==> config.mk <==
export PLATFORM = sky130hd
export DESIGN_NAME = cas_tx_sequencer
export DESIGN_NICKNAME = d
export VERILOG_FILES = /design/src/rtl/cas_tx_sequencer.sv
export SDC_FILE = /design/constraint.sdc
export NUM_CORES = 1
export LEC_CHECK = 0
export CAP_MARGIN = 10
export CORE_MARGIN = 2
export CORE_UTILIZATION = 32
export DETAILED_ROUTE_END_ITERATION = 6
export GPL_TIMING_DRIVEN = 0
export SLEW_MARGIN = 20
export SYNTH_ARGS = -nofsm -noshare
export SYNTH_HDL_FRONTEND = slang
export SYNTH_SLANG_ARGS = --single-unit
==> constraint.sdc <==
create_clock -name clk -period 2.85 [get_ports clk]
set_input_delay 0.57 -clock clk [delete_from_list [all_inputs] [get_ports clk]]
set_output_delay 0.57 -clock clk [all_outputs]
set_load 0.005 [all_outputs]
==> src/rtl/cas_tx_sequencer.sv <==
// Cassette block transmitter: motor spin-up, leader tone, framed bytes (start/8 data LSB first/stop), trailer.
// Define CAS_TX_PARITY_EN to insert an even-parity bit between the data bits and the stop bit.
module cas_tx_sequencer #(
  parameter int SPINUP_BITS  = 512,
  parameter int LEADER_BITS  = 6000,
  parameter int TRAILER_BITS = 1200
) (
  input  logic       clk,
  input  logic       nRST,
  input  logic       bit_tick,
  input  logic       start,
  input  logic       abort,
  input  logic       byte_valid,
  input  logic [7:0] byte_data,
  input  logic       byte_last,
  output logic       byte_ready,
  output logic       motor_on,
  output logic       tx_enable,
  output logic       txd,
  output logic       busy,
  output logic       done
);

  typedef enum logic [3:0] {
    IDLE    = 4'd0,
    SPINUP  = 4'd1,
    LEADER  = 4'd2,
    START   = 4'd3,
    DATA    = 4'd4,
    PARITY  = 4'd5,
    STOP    = 4'd6,
    GAP     = 4'd7,
    TRAILER = 4'd8
  } state_t;

  localparam logic [15:0] SPINUP_LAST  = 16'(SPINUP_BITS - 1);
  localparam logic [15:0] LEADER_LAST  = 16'(LEADER_BITS - 1);
  localparam logic [15:0] TRAILER_LAST = 16'(TRAILER_BITS - 1);

  state_t      state;
  logic [15:0] cnt;
  logic [7:0]  hold_data;
  logic        hold_full;
  logic        hold_last;
  logic [7:0]  shift;
  logic        shift_last;

`ifdef CAS_TX_PARITY_EN
  logic        par_bit;

  function automatic logic even_parity(input logic [7:0] d);
    return ^d;
  endfunction
`endif

  assign busy       = (state != IDLE);
  assign byte_ready = busy && !hold_full;

  // Sequencer FSM: bit counter, holding register and shift register.
  always_ff @(posedge clk) begin
    if (!nRST) begin
      state      <= IDLE;
      cnt        <= 16'd0;
      hold_data  <= 8'd0;
      hold_full  <= 1'b0;
      hold_last  <= 1'b0;
      shift      <= 8'd0;
      shift_last <= 1'b0;
      done       <= 1'b0;
`ifdef CAS_TX_PARITY_EN
      par_bit    <= 1'b0;
`endif
    end else begin
      done <= 1'b0;
      if (byte_valid && byte_ready) begin
        hold_data <= byte_data;
        hold_last <= byte_last;
        hold_full <= 1'b1;
      end
      if (state != IDLE && abort) begin
        // Abort wins over everything, including a byte accepted this same clk.
        state      <= IDLE;
        cnt        <= 16'd0;
        hold_full  <= 1'b0;
        shift_last <= 1'b0;
      end else begin
        case (state)
          IDLE: begin
            if (start && !abort) begin
              state <= SPINUP;
              cnt   <= 16'd0;
            end
          end
          SPINUP: begin
            if (bit_tick) begin
              if (cnt == SPINUP_LAST) begin
                state <= LEADER;
                cnt   <= 16'd0;
              end else begin
                cnt <= cnt + 16'd1;
              end
            end
          end
          LEADER: begin
            if (bit_tick) begin
              if (cnt != LEADER_LAST) begin
                cnt <= cnt + 16'd1;
              end else if (hold_full) begin
                shift      <= hold_data;
                shift_last <= hold_last;
                hold_full  <= 1'b0;
                state      <= START;
`ifdef CAS_TX_PARITY_EN
                par_bit    <= even_parity(hold_data);
`endif
              end else begin
                state <= GAP;
              end
            end
          end
          START: begin
            if (bit_tick) begin
              state <= DATA;
              cnt   <= 16'd0;
            end
          end
          DATA: begin
            if (bit_tick) begin
              shift <= {1'b0, shift[7:1]};
              if (cnt == 16'd7) begin
`ifdef CAS_TX_PARITY_EN
                state <= PARITY;
`else
                state <= STOP;
`endif
              end else begin
                cnt <= cnt + 16'd1;
              end
            end
          end
`ifdef CAS_TX_PARITY_EN
          PARITY: begin
            if (bit_tick) begin
              state <= STOP;
            end
          end
`endif
          STOP, GAP: begin
            if (bit_tick) begin
              if (state == STOP && shift_last) begin
                state <= TRAILER;
                cnt   <= 16'd0;
              end else if (hold_full) begin
                shift      <= hold_data;
                shift_last <= hold_last;
                hold_full  <= 1'b0;
                state      <= START;
`ifdef CAS_TX_PARITY_EN
                par_bit    <= even_parity(hold_data);
`endif
              end else begin
                state <= GAP;
              end
            end
          end
          TRAILER: begin
            if (bit_tick) begin
              if (cnt == TRAILER_LAST) begin
                state <= IDLE;
                cnt   <= 16'd0;
                done  <= 1'b1;
              end else begin
                cnt <= cnt + 16'd1;
              end
            end
          end
          default: begin
            state <= IDLE;
            cnt   <= 16'd0;
          end
        endcase
      end
    end
  end

  // Modulator and relay drives follow the state one clk later.
  always_ff @(posedge clk) begin
    if (!nRST) begin
      motor_on  <= 1'b0;
      tx_enable <= 1'b0;
      txd       <= 1'b1;
    end else begin
      motor_on  <= (state != IDLE);
      tx_enable <= (state != IDLE) && (state != SPINUP);
      case (state)
        START:   txd <= 1'b0;
        DATA:    txd <= shift[0];
`ifdef CAS_TX_PARITY_EN
        PARITY:  txd <= par_bit;
`endif
        default: txd <= 1'b1;
      endcase
    end
  end

endmodule

==> impl_metrics.env <==
export IMPL_yosys_warnings=0
export IMPL_p_leak_nw=0.957
export IMPL_mappedNetlistArea_um2=2420
export IMPL_cts_buffers=5
export IMPL_cts_tree="done"
export IMPL_grt_max_degree=16
export IMPL_area_growth_synth_to_final_pct=16.8
export IMPL_clock_latency_ns=0.31
export IMPL_reg2reg_depth=8
export IMPL_synth_async_sr_flop_share_pct=0
export IMPL_coreArea_um2=7290
export IMPL_wire_per_inst_um=13.6
export IMPL_vias_per_cell=5.28
export IMPL_clock_path_buffers=2
export IMPL_crit_end="cnt[11]"
export IMPL_dieArea_um2=8280
export IMPL_path_clk_slew_ns=0.09
export IMPL_grt_pass1_vias=2053
export IMPL_tightestPinTransition_ns=0.692
export IMPL_setup_worst_path_end_class="register"
export IMPL_crit_start="abort"
export IMPL_gr_usage_all_layers_pct=14.1
export IMPL_layout_nets=325
export IMPL_core_rowCount=31
export IMPL_gp_congestion=0.838
export IMPL_ys_seq_area_share_pct=35.6
export IMPL_crit_slowest_cell="a211oi_2"
export IMPL_io_buffers=19
export IMPL_finalCritPeriodShare_pct=85.8
export IMPL_drive_gt1_share_pct=12.6
export IMPL_maxCapViolations=0
export IMPL_timing_rr_end="cnt[6]"
export IMPL_ant_nets=0
export IMPL_total_power_mw=1.93
export IMPL_n_fill_cell=796
export IMPL_hold_violations=0
export IMPL_overflow=0
export IMPL_drc=0
export IMPL_hpwlAfterDp_um=3990
export IMPL_timing_rr_start="cnt[0]"
export IMPL_synth_edff_count=0
export IMPL_critPathRequiredTime_ns=3.07
export IMPL_synth_main_ff_cell="dfxtp_1"
export IMPL_cpPeakStageDelay_ns=0.57
export IMPL_drtIter0Drc=83
export IMPL_die_w_um=91.0
export IMPL_clock_skew_final_ns=0.0108
export IMPL_multi_input_area_um2=1440
export IMPL_die_h_um=91.0
export IMPL_p_sw_share_pct=39.0
export IMPL_cts_root_buf="clkbuf_8"
export IMPL_rsz0062_at_grt="no"
export IMPL_synth_avg_cell_area_um2=8.56
export IMPL_status="completed"
export IMPL_clock_sinks=43
export IMPL_tns_ns=0
export IMPL_synth_cell_type_count=59
export IMPL_ir_drop_mv=0.260
export IMPL_num_io_pins=21
export IMPL_worstHoldPathCells=2
export IMPL_antenna_found_initial=0
export IMPL_start_util_pct=33.2
export IMPL_internal_power_mw=1.18
export IMPL_n_antenna_cell=0
export IMPL_wirelength_um=5570
export IMPL_cts_hold_buf=0
export IMPL_maxSlewViolCount=0
export IMPL_cp_cell_sequence="clkdlybuf4s50_1, o311ai_1, o31ai_2, a211oi_2, nand2_1, o22ai_1"
export IMPL_ctsResizeCount=0
export IMPL_clock_fmax_ghz=0.409
export IMPL_cp_arrival_ns=2.67
export IMPL_crit_type="input port to register"
export IMPL_reg2reg_slack_ns=0.47
export IMPL_cp_start_kind="input port"
export IMPL_cts_setup_buffers=0
export IMPL_seqPwrFrac_pct=36.7
export IMPL_final_setup_viol_count=0
export IMPL_clockPowerShare_pct=21.4
export IMPL_synth_nets=299
export IMPL_syn_inst=283
export IMPL_vias=2161
export IMPL_combPwrFrac_pct=41.9
export IMPL_fin_util_pct=38.8
export IMPL_first_pass_iters=4
export IMPL_hold_class="register to register"
export IMPL_slew_headroom_pct=53.8
export IMPL_p_sw_mw=0.751
export IMPL_path_max_fanout=10
export IMPL_h_tree_depth=2
export IMPL_pwr_density_cell_nw_per_um2=681
export IMPL_seq_area_um2=861
export IMPL_grt_pass1_wl_um=9710
export IMPL_ys_ff_latch=43
export IMPL_period_minus_slack_ns=2.44
-- synth_stat cells (9+ instances only) --
cell type / count / area [um^2]
dfxtp_1: 43 / 861
nand2_1: 43 / 161
a21oi_1: 18 / 90.1
nor2_1: 16 / 60.1
mux2i_1: 10 / 100
nand3_1: 10 / 50.1
nor2b_1: 10 / 62.6
o21ai_0: 10 / 50.1
a21boi_0: 9 / 67.6
-- logic make-up after synthesis --
kind of cell / synth area share [%]
simple gates: 32.2
compound gates: 18.8
flops: 35.6
buf+inv: 5.12
mux: 7.86
fa+ha+maj: 0.517
-- per-stage QoR --
| step | hold slack, ns | setup WS [ns] | instance area, um^2 | cells |
|---|---|---|---|---|
| after floorplan | 0.427 | 0.713 | 2420 | 283 |
| after global placement | 0.437 | 0.0501 | 2740 | 401 |
| after detailed placement | 0.449 | 0.0705 | 2740 | 401 |
| after CTS | 0.463 | 0.387 | 2830 | 409 |
| after global routing | 0.486 | 0.187 | 2830 | 409 |
| final | 0.457 | 0.405 | 2830 | 409 |
-- power by group through the flow --
| stage | combinational [mW] | clock (mW) | sequential (mW) |
|---|---|---|---|
| after floorplan | 0.572 | 0 | 0.713 |
| after global placement | 0.808 | 0 | 0.719 |
| after detailed placement | 0.807 | 0 | 0.722 |
| after CTS | 0.809 | 0.425 | 0.708 |
| after global routing | 0.898 | 0.447 | 0.716 |
| final | 0.806 | 0.413 | 0.708 |
-- critical path, delay by kind of cell --
| family | cells | cell delay, ns |
|---|---|---|
| compound gates | 4 | 1.28 |
| buf+inv | 1 | 0.47 |
| simple gates | 1 | 0.34 |
-- sequential cells by signal, indices dropped and copies added, names as in the netlist --
register / flops
hold_last: 1
shift: 8
done: 1
hold_full: 1
motor_on: 1
tx_enable: 1
hold_data: 8
txd: 1
state: 4
cnt: 16
shift_last: 1
-- layout by cell type (no fill, tap or decap), types with 2 or more instances in the layout --
cell              n
nand2_1          43
dfxtp_1          43
clkdlybuf4s50_1  19
a21oi_1          18
nor2_1           16
nor2b_1          10
nand3_1          10
o21ai_0          10
mux2i_1          10
a21boi_0          9
clkbuf_1          7
nor3_1            7
nand4_1           7
o22ai_1           7
or3_1             7
mux2_2            7
and2_1            6
buf_2             6
clkbuf_8          5
buf_6             4
nand4b_1          4
inv_1             4
and4_1            4
nor3b_1           3
a2bb2oi_1         3
nor4b_4           2
o2111ai_1         2
clkinvlp_4        2
-- cell type report --
cell class,instances,share of cell area (%)
well taps,99,4.38
clock buffers,5,2.43
multi-input cells,217,50.8
clock inverters,3,0.841
plain buffers,18,3.72
inverters,5,0.664
repair buffers,19,6.73
flip-flops and latches,43,30.4
-- per-layer routing --
| layer | global-route usage (%) | vias to the layer above | wire length [um] |
|---|---|---|---|
| li1 | - | 1080 | - |
| met1 | 18.2 | 1036 | 2610 |
| met2 | 23.5 | 36 | 2670 |
| met3 | 2.66 | 9 | 186 |
| met4 | 4.92 | 0 | 95 |
| met5 | 0 | - | 0 |
-- worst min-delay path by stage --
stage	start	end	slack (ns)
floorplan	shift[7]	shift[7]	0.43
global placement	shift[7]	shift[7]	0.44
detailed placement	shift[7]	shift[7]	0.45
CTS	shift[7]	shift[7]	0.46
global route	shift[7]	shift[7]	0.49
finish	shift[7]	shift[7]	0.46
No activity file was read; power rests on OpenSTA's default activity.
